<file path="src/rtl/leaf_stream_packetizer.sv">
// -----------------------------------------------------------------------------
// leaf_stream_packetizer
//
// Transmit-side endpoint of the BFT leaf protocol. Wraps each beat of a 32-bit
// ready/valid user stream into a 49-bit BFT packet addressed to one fixed
// destination leaf/port. Flow control is credit based: one credit is spent
// per packet, and freespace-update packets from the receiving leaf_interface
// return credits in blocks of FREESPACE_UPDATE_SIZE.
//
// Packet layout: [48] valid, [47:44] leaf, [43:40] port, [39:33] addr,
//                [32] freespace-update flag, [31:0] payload.
//
// Ports:
//   clk                      clock
//   reset                    synchronous, active-high reset
//   din_user_data   [31:0]   user payload (TDATA)
//   din_user_vld             user valid (TVALID)
//   ack_interface2user       ready to user (TREADY), registered
//   din_leaf_bft2interface   packets from the BFT (carry credit returns)
//   dout_leaf_interface2bft  packets to the BFT, each valid for one cycle
//   credit_err               sticky: credit overflow detected
// -----------------------------------------------------------------------------
module leaf_stream_packetizer #(
  parameter int PACKET_BITS           = 49,
  parameter int PAYLOAD_BITS          = 32,
  parameter int NUM_LEAF_BITS         = 4,
  parameter int NUM_PORT_BITS         = 4,
  parameter int NUM_ADDR_BITS         = 7,
  parameter int FREESPACE_UPDATE_SIZE = 64,
  parameter int DST_LEAF              = 0,
  parameter int DST_PORT              = 1,
  parameter int SRC_PORT              = 1
) (
  input  logic                    clk,
  input  logic                    reset,
  input  logic [PAYLOAD_BITS-1:0] din_user_data,
  input  logic                    din_user_vld,
  output logic                    ack_interface2user,
  input  logic [PACKET_BITS-1:0]  din_leaf_bft2interface,
  output logic [PACKET_BITS-1:0]  dout_leaf_interface2bft,
  output logic                    credit_err
);

  // Credits range 0..2^NUM_ADDR_BITS inclusive, hence one extra bit.
  localparam int CREDIT_BITS = NUM_ADDR_BITS + 1;
  // Sums are formed one bit wider still so an overflow past the maximum is
  // visible before saturation.
  localparam logic [CREDIT_BITS:0] MAX_CREDITS = (CREDIT_BITS + 1)'(2 ** NUM_ADDR_BITS);
  localparam logic [CREDIT_BITS:0] FS_INC      = (CREDIT_BITS + 1)'(FREESPACE_UPDATE_SIZE);

  localparam logic [NUM_LEAF_BITS-1:0] DST_LEAF_F = NUM_LEAF_BITS'(DST_LEAF);
  localparam logic [NUM_PORT_BITS-1:0] DST_PORT_F = NUM_PORT_BITS'(DST_PORT);
  localparam logic [NUM_PORT_BITS-1:0] SRC_PORT_F = NUM_PORT_BITS'(SRC_PORT);

  // Field positions inside a packet.
  localparam int FLAG_POS  = PAYLOAD_BITS;
  localparam int PORT_LSB  = PAYLOAD_BITS + 1 + NUM_ADDR_BITS;
  localparam int VALID_POS = PACKET_BITS - 1;

  typedef enum logic {
    RUN   = 1'b0,
    STALL = 1'b1
  } state_t;

  state_t                   state, state_d;
  logic [CREDIT_BITS-1:0]   credits, credits_d;
  logic [NUM_ADDR_BITS-1:0] wr_addr, wr_addr_d;
  logic [PACKET_BITS-1:0]   dout_d;
  logic                     ack_d;
  logic                     credit_err_d;

  logic                     xfer;
  logic                     credit_return;
  logic [CREDIT_BITS:0]     credit_sum;

  // ---------------------------------------------------------------------------
  // Next-state and output logic
  // ---------------------------------------------------------------------------
  always_comb begin
    // NOTE: every signal assigned here gets a default first, so no path through
    // the block can leave one unassigned and infer a latch.
    state_d      = state;
    credits_d    = credits;
    wr_addr_d    = wr_addr;
    dout_d       = '0;
    ack_d        = 1'b0;
    credit_err_d = credit_err;

    // ack is a pure function of state, so a beat moves whenever the user
    // holds valid during a cycle in which ack is already high.
    xfer = din_user_vld & ack_interface2user;

    // Only freespace updates aimed at our local port carry credits; any other
    // traffic on the return path is ignored.
    credit_return = din_leaf_bft2interface[VALID_POS]
                  & din_leaf_bft2interface[FLAG_POS]
                  & (din_leaf_bft2interface[PORT_LSB +: NUM_PORT_BITS] == SRC_PORT_F);

    credit_sum = {1'b0, credits}
               - {{CREDIT_BITS{1'b0}}, xfer}
               + (credit_return ? FS_INC : '0);

    // More credits than the receiver buffer can hold means the peer returned
    // space it never had; clamp and flag it rather than wrap.
    if (credit_sum > MAX_CREDITS) begin
      credits_d    = MAX_CREDITS[CREDIT_BITS-1:0];
      credit_err_d = 1'b1;
    end else begin
      credits_d    = credit_sum[CREDIT_BITS-1:0];
    end

    if (xfer) begin
      dout_d    = {1'b1, DST_LEAF_F, DST_PORT_F, wr_addr, 1'b0, din_user_data};
      wr_addr_d = wr_addr + 1'b1;
    end

    case (state)
      RUN:     if (credits_d == '0) state_d = STALL;
      STALL:   if (credits_d != '0) state_d = RUN;
      default: state_d = RUN;
    endcase

    // Registered ready: low in the cycle after the last credit is spent, high
    // in the cycle after a return refills an empty counter.
    ack_d = (state_d == RUN);
  end

  // ---------------------------------------------------------------------------
  // State register
  // ---------------------------------------------------------------------------
  // NOTE: sequential state uses non-blocking assignments so every register
  // samples the pre-edge values regardless of statement order.
  always_ff @(posedge clk) begin
    if (reset) begin
      state                   <= RUN;
      credits                 <= MAX_CREDITS[CREDIT_BITS-1:0];
      wr_addr                 <= '0;
      dout_leaf_interface2bft <= '0;
      ack_interface2user      <= 1'b0;
      credit_err              <= 1'b0;
    end else begin
      state                   <= state_d;
      credits                 <= credits_d;
      wr_addr                 <= wr_addr_d;
      dout_leaf_interface2bft <= dout_d;
      ack_interface2user      <= ack_d;
      credit_err              <= credit_err_d;
    end
  end

endmodule

</file>
<file path="config.mk">
export PLATFORM = sky130hd
export DESIGN_NAME = leaf_stream_packetizer
export DESIGN_NICKNAME = d
export VERILOG_FILES = /design/src/rtl/leaf_stream_packetizer.sv
export SDC_FILE = /design/constraint.sdc
export NUM_CORES = 1
export LEC_CHECK = 0
export ABC_AREA = 0
export CORE_MARGIN = 2
export CORE_UTILIZATION = 40
export CTS_BUF_LIST = sky130_fd_sc_hd__clkbuf_8
export DETAILED_ROUTE_END_ITERATION = 8
export GPL_ROUTABILITY_DRIVEN = 0
export PLACE_DENSITY = 0.84
export SYNTH_ARGS = -nofsm -noshare
export SYNTH_HDL_FRONTEND = slang
export SYNTH_SLANG_ARGS = --single-unit
</file>
<file path="constraint.sdc">
create_clock -name clk -period 5.9 [get_ports clk]
set_clock_uncertainty 0.1 [all_clocks]
set_input_delay 1.475 -clock clk [delete_from_list [all_inputs] [get_ports clk]]
set_output_delay 1.475 -clock clk [all_outputs]
set_load 0.02 [all_outputs]
</file>
==> run summary <==
Layout area overhead: 46.42%
H-tree depth: 3
HPWL after DPL: 3.260 mm
Largest net degree at the start of global routing: 41
CTS tree: done
Slew Viols, Final: 0
Antenna Nets Post-Route: 0
Worst Path Arrival: 4.38 ns
Top-area cell type share of the netlist area: 0.5260
Initial antenna violation count: 0
Clk pwr share: 0.251
Ant. Diodes: 0
TritonCTS Buffers: 9
Sequential Power Share: 0.385
Syn Area/Cell: 10.38 um^2
Core Rows: 26
Worst slew pin tran: 1.044 ns
Total Routed Length: 4.343 mm
VDD IR max: 0.1366 mV
DR vias/cell: 4.503
Status: finished clean
Startpoint types: input pin
Finished Layout Cells: 368
Root buf cell: clkbuf_8
Die H: 77.65 um
Gr usage total: 0.1540
First-pass GRT wire length: 7.120 mm
Netlist cell types: 35
Async set-reset flop share out of synthesis: 0
PD cells: 354.3 mW/mm^2
Fin. Hold Viols: 0
Post CTS Setup Buffer Count: 0
Maximum root-to-sink buffer count: 2
Final Cycle Share: 0.7137
Util after Layout: 0.6142
I/O pin total: 135
Int Pwr: 0.7525 mW
#FFs+latches synth: 57
Setup_tns: 0 ns
Area contributors post-synth: dfxtp_1 53%, and2_1 12%, ha_1 5.8%
DR pass1 iterations: 6
Total Power: 1.126 mW
FMAX: 237.5 MHz
Max transition margin: 0.3009
Logic pwr share: 0.364
Top cell type by total area after synthesis: dfxtp_1
Yosys warns: 0
Place WS: 1.342 ns
Hold buffer count at cts: 0
Fin crit period: 4.211 ns
Leak pwr: 1.294 nW
Max-cap violations: 0
Hold slack: 0.3759 ns
DIE AREA: 0.006029 mm^2
Main synth FF type: dfxtp_1
Vias in the first global route: 1561
Placed cell areas: 0.003027 mm^2
Critical Path Fanout Max: 7
Net Switching: 0.3732 mW
Hold crit path type: flip-flop to flip-flop
Layout cells sized above 1: 0.06711
Via Count: 1657
CTS clock-pin slew for the worst setup and hold paths: 0.06 ns
Number of synthesized flops with an enable pin: 0
Post-CTS Resized: 0
Routed len/inst: 11.80 um
1st-iter DRT viols: 56
Critical Path End Type: flip-flop
# setup viols final: 0
Port bufs: 83
Switch share: 0.3315
Setup WS post-layout: 1.689 ns
Worst skew pair latency: 0.32 ns
Placed cells: 354
Design Area, Final: 0.003177 mm^2
TritonCTS Sinks: 57
Number of remaining DRC errors: 0
GRT Residual Overflow: 0
Core area: 0.005172 mm^2
Seq/Total Area, Yosys: 0.5260
RSZ-0062 raised after global routing: false
Starting density of the core: 0.4194
Post-synthesis cell count: 209
Setup CP Type: input pin to flip-flop
Post-layout nets: 390
Chip Width: 77.65 um
Worst EP required: 6.07 ns
Mapped cell area: 0.002170 mm^2
[power by group through the flow]
stage | Sequential [mW] | Combinational, mW | Clock [mW]
floorplan | 0.458 | 0.285 | 0
global route | 0.436 | 0.463 | 0.310
global placement | 0.440 | 0.403 | 0
detailed placement | 0.442 | 0.408 | 0
CTS | 0.433 | 0.412 | 0.292
finish | 0.433 | 0.410 | 0.283
[kinds of logic after synthesis]
group	count (synthesis)	share of synthesized area
and+or+nand+nor	80	0.2180
DFF	57	0.5259
buffers and inverters	28	0.06401
AOI/OAI and AO/OA	21	0.07843
adders and majority gates	11	0.06690
xor gates and xnor gates	10	0.04037
other	1	0.001728
muxes	1	0.004614
[sequential cells by signal, summed over array words and instances (netlist names)]
name / cells
ack_interface2user: 1
dout_leaf_interface2bft: 40
credit_err: 1
credits: 8
wr_addr: 7
[critical path, stage by stage]
cell and delay (ns):
clkdlybuf4s50_1 0.45, and2_1 0.28, ha_1 0.21, inv_1 0.04, ha_1 0.21, fa_1 0.42
xor2_1 0.19, nor3_1 0.18, o211ai_1 0.16, o31ai_1 0.51, and3_1 0.24
[placed cells by master, fill, tap and decap left out]
cell and instances:
inv_1 14, o21a_1 4, clkdlybuf4s50_1 83, xor2_1 9, nor3b_1 2, nand2_1 3, nand3b_1 1, xnor2_1 1
dfxtp_1 57, a211oi_2 3, clkinv_2 3, and2_1 40, clkinvlp_4 1, nand3_1 2, ha_1 10, and3_1 8
clkbuf_8 9, nor4b_1 1, a2111oi_2 1, nor2_1 11, o21ai_1 1, o211a_1 1, and2b_4 1, a31oi_1 2
fa_1 1, mux2i_1 1, conb_1 8, nor3_1 5, o211ai_1 2, a21oi_1 1, nor2b_2 1, nand4_1 3
o21ai_0 3, a221oi_1 1, nor2b_1 1, nor3b_2 1, o31ai_1 1, o31a_1 1
[synth_stat cells (2+ instances only)]
master	number
o21ai_0	3
nand2_1	3
nand3_1	2
o211ai_1	2
a31oi_1	2
clkbuf_1	6
ha_1	10
o21a_1	4
xor2_1	9
a211oi_2	3
dfxtp_1	57
nor3_1	5
buf_4	9
and3_1	8
nor3b_1	2
nor2b_1	2
and2_1	40
nor2_1	11
inv_1	13
nand4_1	3
[area by class of cell]
class / instances / area, um^2
repair buffers: 83 / 830.8
multi-input cells: 131 / 918.4
well taps: 70 / 87.58
flip-flops and latches: 57 / 1141
clock buffers: 9 / 123.9
clock inverters: 5 / 26.28
fillers: 403 / 1996
inverters: 13 / 48.80
[worst paths after layout]
kind                                      start                      end  slack, ns  cells after the start
setup reg to reg  ack_interface2user$_SDFF_PP0_    credits[2]$_SDFF_PP0_       2.95                     10
setup / recovery                   din_user_vld    credits[2]$_SDFF_PP0_       1.69                     11
hold / removal          credit_err$_SDFFE_PP0P_  credit_err$_SDFFE_PP0P_       0.38                      2
hold reg to reg         credit_err$_SDFFE_PP0P_  credit_err$_SDFFE_PP0P_       0.38                      2
[layer usage]
| layer | routed length, um | track usage |
|---|---|---|
| met3 | 273 | 0.05116 |
| met4 | 70 | 0.1018 |
| met5 | 0 | 0 |
| met1 | 1954 | 0.1734 |
| met2 | 2044 | 0.2474 |
(Power assumes the default switching activity.)
